<file path="src/rtl/aes_ctrl_pkg.sv">
// Shared definitions for the AES-CTR stream controller: block widths, the timeout default
// and the controller state encoding.
package aes_ctrl_pkg;

  localparam int unsigned AES_BLK_W              = 128;
  localparam int unsigned NONCE_W                = 96;
  localparam int unsigned CTR_W                  = 32;
  localparam int unsigned TIMEOUT_CYCLES_DEFAULT = 64;

  typedef enum logic [2:0] {
    StIdle,
    StIssue,
    StWait,
    StFull,
    StDrain
  } ctrl_state_e;

endpackage

</file>
<file path="src/rtl/aes_ctr_out_reg.sv">
// Single-entry valid/ready output register holding one CTR-mode result block.
module aes_ctr_out_reg
  import aes_ctrl_pkg::*;
(
  input  logic                 clk_i,
  input  logic                 rst_ni,
  input  logic                 flush_i,
  input  logic                 load_i,
  input  logic [AES_BLK_W-1:0] data_i,
  input  logic                 out_ready_i,
  output logic                 out_valid_o,
  output logic [AES_BLK_W-1:0] out_data_o
);

  logic                 valid_d, valid_q;
  logic [AES_BLK_W-1:0] data_d, data_q;

  // A reload in the same cycle as a consume keeps the register full.
  always_comb begin
    valid_d = valid_q;
    data_d  = data_q;
    if (flush_i) begin
      valid_d = 1'b0;
    end else if (load_i) begin
      valid_d = 1'b1;
      data_d  = data_i;
    end else if (valid_q && out_ready_i) begin
      valid_d = 1'b0;
    end
  end

  always_ff @(posedge clk_i or negedge rst_ni) begin
    if (!rst_ni) begin
      valid_q <= 1'b0;
      data_q  <= '0;
    end else begin
      valid_q <= valid_d;
      data_q  <= data_d;
    end
  end

  assign out_valid_o = valid_q;
  assign out_data_o  = data_q;

endmodule

</file>
<file path="src/rtl/aes_ctr_stream_ctrl.sv">
// CTR-mode initiator: issues counter blocks to the cipher wrapper one at a time, buffers the
// returned keystream and XORs it into a valid/ready plaintext stream.
module aes_ctr_stream_ctrl
  import aes_ctrl_pkg::*;
#(
  parameter int unsigned TIMEOUT_CYCLES = TIMEOUT_CYCLES_DEFAULT,
  parameter int unsigned TO_WIDTH       = 7
) (
  input  logic                 clk_i,
  input  logic                 rst_ni,
  input  logic                 start_i,
  input  logic [NONCE_W-1:0]   nonce_i,
  input  logic [CTR_W-1:0]     ctr_init_i,
  input  logic                 in_valid_i,
  output logic                 in_ready_o,
  input  logic [AES_BLK_W-1:0] in_data_i,
  output logic                 out_valid_o,
  input  logic                 out_ready_i,
  output logic [AES_BLK_W-1:0] out_data_o,
  output logic                 aes_ld_o,
  output logic [AES_BLK_W-1:0] aes_text_in_o,
  input  logic                 aes_done_i,
  input  logic [AES_BLK_W-1:0] aes_text_buf_i,
  output logic                 busy_o,
  output logic                 err_timeout_o
);

  localparam logic [TO_WIDTH-1:0] TimerLast = TO_WIDTH'(TIMEOUT_CYCLES - 1);

  ctrl_state_e          state_d, state_q;
  logic [NONCE_W-1:0]   nonce_d, nonce_q;
  logic [CTR_W-1:0]     ctr_d, ctr_q;
  logic [TO_WIDTH-1:0]  timer_d, timer_q;
  logic [AES_BLK_W-1:0] ks_buf_d, ks_buf_q;
  logic                 ks_valid_d, ks_valid_q;
  logic                 err_d, err_q;
  logic [AES_BLK_W-1:0] text_d, text_q;

  logic                 out_valid;
  logic                 in_ready;
  logic                 in_xfer;
  logic                 timer_last;
  logic                 flush;

  assign in_ready   = (state_q == StFull) & ks_valid_q & (~out_valid | out_ready_i) & ~start_i;
  assign in_xfer    = in_valid_i & in_ready;
  assign timer_last = (timer_q == TimerLast);

  always_comb begin
    state_d    = state_q;
    nonce_d    = nonce_q;
    ctr_d      = ctr_q;
    timer_d    = timer_q;
    ks_buf_d   = ks_buf_q;
    ks_valid_d = ks_valid_q;
    err_d      = err_q;
    text_d     = text_q;
    flush      = 1'b0;

    if (start_i) begin
      nonce_d    = nonce_i;
      ctr_d      = ctr_init_i;
      ks_valid_d = 1'b0;
      flush      = 1'b1;
      // A request is in flight from ISSUE onwards; its answer must be drained before the
      // next issue so that only one request is ever outstanding.
      if (state_q == StIssue || state_q == StWait || state_q == StDrain) begin
        state_d = StDrain;
        if (state_q == StIssue) begin
          timer_d = '0;
        end
      end else begin
        err_d   = 1'b0;
        state_d = StIssue;
      end
    end else begin
      unique case (state_q)
        StIdle: ;
        StIssue: begin
          timer_d = '0;
          state_d = StWait;
        end
        StWait: begin
          if (aes_done_i) begin
            ks_buf_d   = aes_text_buf_i;
            ks_valid_d = 1'b1;
            ctr_d      = ctr_q + CTR_W'(1);
            state_d    = StFull;
          end else if (timer_last) begin
            err_d   = 1'b1;
            state_d = StIdle;
          end else begin
            timer_d = timer_q + TO_WIDTH'(1);
          end
        end
        StFull: begin
          if (in_xfer) begin
            ks_valid_d = 1'b0;
            state_d    = StIssue;
          end
        end
        StDrain: begin
          if (aes_done_i || timer_last) begin
            state_d = StIssue;
          end else begin
            timer_d = timer_q + TO_WIDTH'(1);
          end
        end
        default: state_d = StIdle;
      endcase
    end

    // Counter block is registered on entry to ISSUE and held until the next issue.
    if (state_d == StIssue) begin
      text_d = {nonce_d, ctr_d};
    end
  end

  always_ff @(posedge clk_i or negedge rst_ni) begin
    if (!rst_ni) begin
      state_q    <= StIdle;
      nonce_q    <= '0;
      ctr_q      <= '0;
      timer_q    <= '0;
      ks_buf_q   <= '0;
      ks_valid_q <= 1'b0;
      err_q      <= 1'b0;
      text_q     <= '0;
    end else begin
      state_q    <= state_d;
      nonce_q    <= nonce_d;
      ctr_q      <= ctr_d;
      timer_q    <= timer_d;
      ks_buf_q   <= ks_buf_d;
      ks_valid_q <= ks_valid_d;
      err_q      <= err_d;
      text_q     <= text_d;
    end
  end

  aes_ctr_out_reg u_out_reg (
    .clk_i       (clk_i),
    .rst_ni      (rst_ni),
    .flush_i     (flush),
    .load_i      (in_xfer),
    .data_i      (in_data_i ^ ks_buf_q),
    .out_ready_i (out_ready_i),
    .out_valid_o (out_valid),
    .out_data_o  (out_data_o)
  );

  assign out_valid_o   = out_valid;
  assign in_ready_o    = in_ready;
  assign aes_ld_o      = (state_q == StIssue);
  assign aes_text_in_o = text_q;
  assign busy_o        = (state_q != StIdle);
  assign err_timeout_o = err_q;

endmodule

</file>
<file path="config.mk">
export PLATFORM = sky130hd
export DESIGN_NAME = aes_ctr_stream_ctrl
export DESIGN_NICKNAME = d
export VERILOG_FILES = /design/src/rtl/aes_ctrl_pkg.sv /design/src/rtl/aes_ctr_out_reg.sv /design/src/rtl/aes_ctr_stream_ctrl.sv
export SDC_FILE = /design/constraint.sdc
export NUM_CORES = 1
export LEC_CHECK = 0
export BUFFER_PORTS_ARGS = -buffer_cell sky130_fd_sc_hd__clkbuf_2
export CORE_AREA = 2 2 256 258
export CTS_BUF_LIST = sky130_fd_sc_hd__clkbuf_8
export CTS_CLUSTER_DIAMETER = 100
export DETAILED_ROUTE_END_ITERATION = 10
export DIE_AREA = 0 0 258 260
export REMOVE_ABC_BUFFERS = 1
export SETUP_SLACK_MARGIN = 0.3
export SYNTH_ARGS = -nofsm -noshare
export SYNTH_HDL_FRONTEND = slang
export SYNTH_SLANG_ARGS = --single-unit
</file>
<file path="constraint.sdc">
create_clock -name clk_i -period 4.87 [get_ports clk_i]
set_input_delay 0.7305 -clock clk_i [delete_from_list [all_inputs] [get_ports clk_i]]
set_output_delay 0.7305 -clock clk_i [all_outputs]
set_load 0.05 [all_outputs]
</file>
==> flow_summary.json <==
{
  "outcome": "finished, final reports clean",
  "regArea_um2": 13100,
  "synthFlopType": "sky130_fd_sc_hd__dfrtp_1",
  "global_route.usage.total": 0.171,
  "design.final.nets": 2687,
  "report.final.hold_viol_count": 0,
  "vias": 15044,
  "cp_cell_sequence": "nor2b_1 > and2_1 > nor4_1 > or2_4 > buf_4 > mux2_2",
  "timing.critical_path.arrival_ns": 3.69,
  "drt_pre_antenna_iters": 5,
  "dp_hpwl_um": 42900,
  "timing.slew.headroom": 0.276,
  "cp-end-kind": "flip-flop",
  "combinationalPowerShare": 0.358,
  "grt_antenna_before_repair": 5,
  "synth_top_area_frac": 0.616,
  "crit_type": "reg2reg",
  "route.detailed.vias_per_inst": 4.66,
  "vdd.ir_drop.worst_v": 0.000312,
  "syn_avg_cell_area_um2": 13.2,
  "critical_path.startpoint_type": "flip-flop",
  "design.portCount": 651,
  "floorplan.die.height_um": 260,
  "grt_first_pass_wirelength_um": 90300,
  "finalClockSkew_ns": 0.0484,
  "detailedPlace.worstSlack_ns": 1.11,
  "power_per_cell_area_nw_per_um2": 610,
  "fin_crit_ns": 3.16,
  "setup-violations-final": 0,
  "initialDrtViolationCount": 862,
  "die_x_um": 258,
  "area_of_the_mapped_netlist_um2": 21300,
  "worstPathBufferInverterCount": 1,
  "layout.cells.most_common_list": "sky130_fd_sc_hd__clkbuf_2, sky130_fd_sc_hd__dfrtp_1, sky130_fd_sc_hd__mux2_2",
  "final_common_cell": "sky130_fd_sc_hd__clkbuf_2",
  "synthCells": 1618,
  "ys_seq_elements": 525,
  "synth_edf_count": 0,
  "synth_xor_area_frac": 0.0571,
  "max-clock-path-buffers": 3,
  "post_cts.resized_instances": 0,
  "required_ns": 5.40,
  "synth_fa_ha_area_frac": 0.00117,
  "worst_hold_path_type": "in2async",
  "power.static_leakage_nw": 13.2,
  "layout_overhead_on_the_synthesized_area_pct": 29.3,
  "timing.fmax_mhz": 316,
  "initial_utilization": 0.333,
  "grt_setup_unrepaired": "no",
  "post_synth_mux_area_share": 0.187,
  "synth.top_cells.by_area": "sky130_fd_sc_hd__dfrtp_1, sky130_fd_sc_hd__mux2_2, sky130_fd_sc_hd__xnor2_1, sky130_fd_sc_hd__o21ai_0, sky130_fd_sc_hd__nand2_1",
  "synth_seq_area_share": 0.616,
  "synth_largest_area_cell": "sky130_fd_sc_hd__dfrtp_1",
  "clk_pin_slew_ns": 0.06,
  "async_reset_ff_frac": 1.00,
  "routed_wl_um": 58400,
  "place.gp.congestion": 0.853,
  "filler_cell_count": 6082,
  "finalSetupTns_ns": 0,
  "hold_buffers": 0,
  "htree_num_levels": 3,
  "worst_margin_pin_slew_ns": 1.09,
  "worstSkewPairLatency_ns": 0.67,
  "floorplan.core_area_um2": 64100,
  "multi_input_area_um2": 7800,
  "synthSimpleGateAreaFrac": 0.0661,
  "power.sequential.fraction": 0.383,
  "clock_power_share": 0.259,
  "post_cts_buffers": 0,
  "via_count_of_the_first_global_routing_pass": 16010,
  "clockRootBuffer": "sky130_fd_sc_hd__clkbuf_8",
  "cts_made_buffers": 93,
  "period_share": 0.649,
  "drcViolationCount": 0,
  "floorplan.die_area_um2": 67100,
  "clock_sinks": 525,
  "avgRoutedWirePerCell_um": 18.1,
  "worstPathMaxFanout": 42,
  "internal_power_mw": 10.4,
  "cts_tree": "yes",
  "switching_share": 0.383,
  "synth_compound_area_frac": 0.0532,
  "yosysUniqueCellTypes": 47,
  "layout_setup_ws_ns": 1.71,
  "synth_top_family_by_area": "multiplexers",
  "drv_slew": 0,
  "antenna_left": 0,
  "pin_count_of_the_biggest_net_entering_global_routing": 129,
  "place.port_buffers": 650,
  "overflow": 0,
  "post_route_cells_drive_above_1_share": 0.492,
  "critPathSlowestCell": "sky130_fd_sc_hd__or2_4",
  "max_stage_delay_ns": 0.67,
  "p_sw_mw": 6.44,
  "synth.yosys.warnings": 0,
  "core.rowCount": 93,
  "path_delay_family": "simple AND/OR/NAND/NOR gates",
  "maxCapViolCount": 0
}
-- registers in the layout, summed over array words and instances, names as in the netlist --
signal / flops
u_out_reg.out_valid_o: 1
ks_buf_q: 128
state_q: 3
timer_q: 7
err_timeout_o: 1
u_out_reg.out_data_o: 128
aes_text_in_o: 128
nonce_q: 96
ks_valid_q: 1
ctr_q: 32
-- stage by stage --
step / hold slack (ns) / area (um^2) / utilization / total power [mW] / std cells
floorplan: 0.435 / 20900 / - / 11.0 / 1529
global placement: 0.462 / 25600 / 0.399 / 12.4 / 3055
detailed placement: 0.469 / 25600 / 0.399 / 12.6 / 3055
CTS: 0.0522 / 27600 / 0.430 / 17.1 / 3226
global route: 0.0943 / 27600 / 0.430 / 17.7 / 3227
finish: 0.0987 / 27600 / 0.430 / 16.8 / 3228
-- cells by family after synthesis --
| group | after synthesis |
|---|---|
| compound gates | 205 |
| xor+xnor | 139 |
| fa+ha+maj | 2 |
| buf+inv | 97 |
| flops | 525 |
| mux | 355 |
| simple gates | 295 |
-- cell usage after synthesis (12+ instances only) --
cell type / number
sky130_fd_sc_hd__nor2_1: 28
sky130_fd_sc_hd__nand2_1: 161
sky130_fd_sc_hd__buf_4: 13
sky130_fd_sc_hd__or4_1: 19
sky130_fd_sc_hd__o31ai_1: 13
sky130_fd_sc_hd__xnor2_1: 133
sky130_fd_sc_hd__o21ai_0: 156
sky130_fd_sc_hd__a31oi_1: 12
sky130_fd_sc_hd__nand3_1: 22
sky130_fd_sc_hd__dfrtp_1: 525
sky130_fd_sc_hd__mux2_2: 348
sky130_fd_sc_hd__nand4_1: 15
sky130_fd_sc_hd__clkbuf_1: 61
-- worst paths after layout --
kind	slack (ns)	endpoint	startpoint	cells past startpoint
min in group clk_i	0.29	ks_buf_q[127]$_DFFE_PN0P_	aes_text_buf_i[127]	2
worst min register to register	0.48	u_out_reg.out_data_o[13]$_DFFE_PN0P_	u_out_reg.out_data_o[13]$_DFFE_PN0P_	2
worst max register to register	1.71	aes_text_in_o[73]$_DFFE_PN0N_	state_q[1]$_DFF_PN0_	6
worst min-delay path	0.1	aes_text_in_o[97]$_DFFE_PN0N_	rst_ni	1
max in group asynchronous	3.59	u_out_reg.out_data_o[123]$_DFFE_PN0P_	rst_ni	2
worst max-delay path	1.71	aes_text_in_o[73]$_DFFE_PN0N_	state_q[1]$_DFF_PN0_	6
-- power by group through the flow --
| stage | logic, mW | clock network (mW) | registers [mW] |
|---|---|---|---|
| after CTS | 6.10 | 4.52 | 6.46 |
| after global routing | 6.40 | 4.72 | 6.61 |
| after floorplan | 2.45 | 0 | 8.57 |
| after global placement | 5.98 | 0 | 6.46 |
| after detailed placement | 6.09 | 0 | 6.53 |
| final | 6.02 | 4.35 | 6.45 |
-- layer usage --
layer	track usage	share of wire	wire [um]	up-vias
met2	0.285	0.48	28300	583
li1	-	-	-	7010
met1	0.203	0.40	23100	7329
met4	0.0663	0.029	1700	8
met5	0	0.00086	50	-
met3	0.0611	0.090	5240	114
-- cell type report --
class                   count  share of cell area
flip-flops and latches    525               0.476
multi-input cells         996               0.283
repair buffers            671               0.127
clock buffers             120              0.0599
well taps                 855              0.0388
clock inverters            51              0.0140
inverters                   8             0.00109
diodes                      2            0.000181
(Power assumes the default switching activity.)
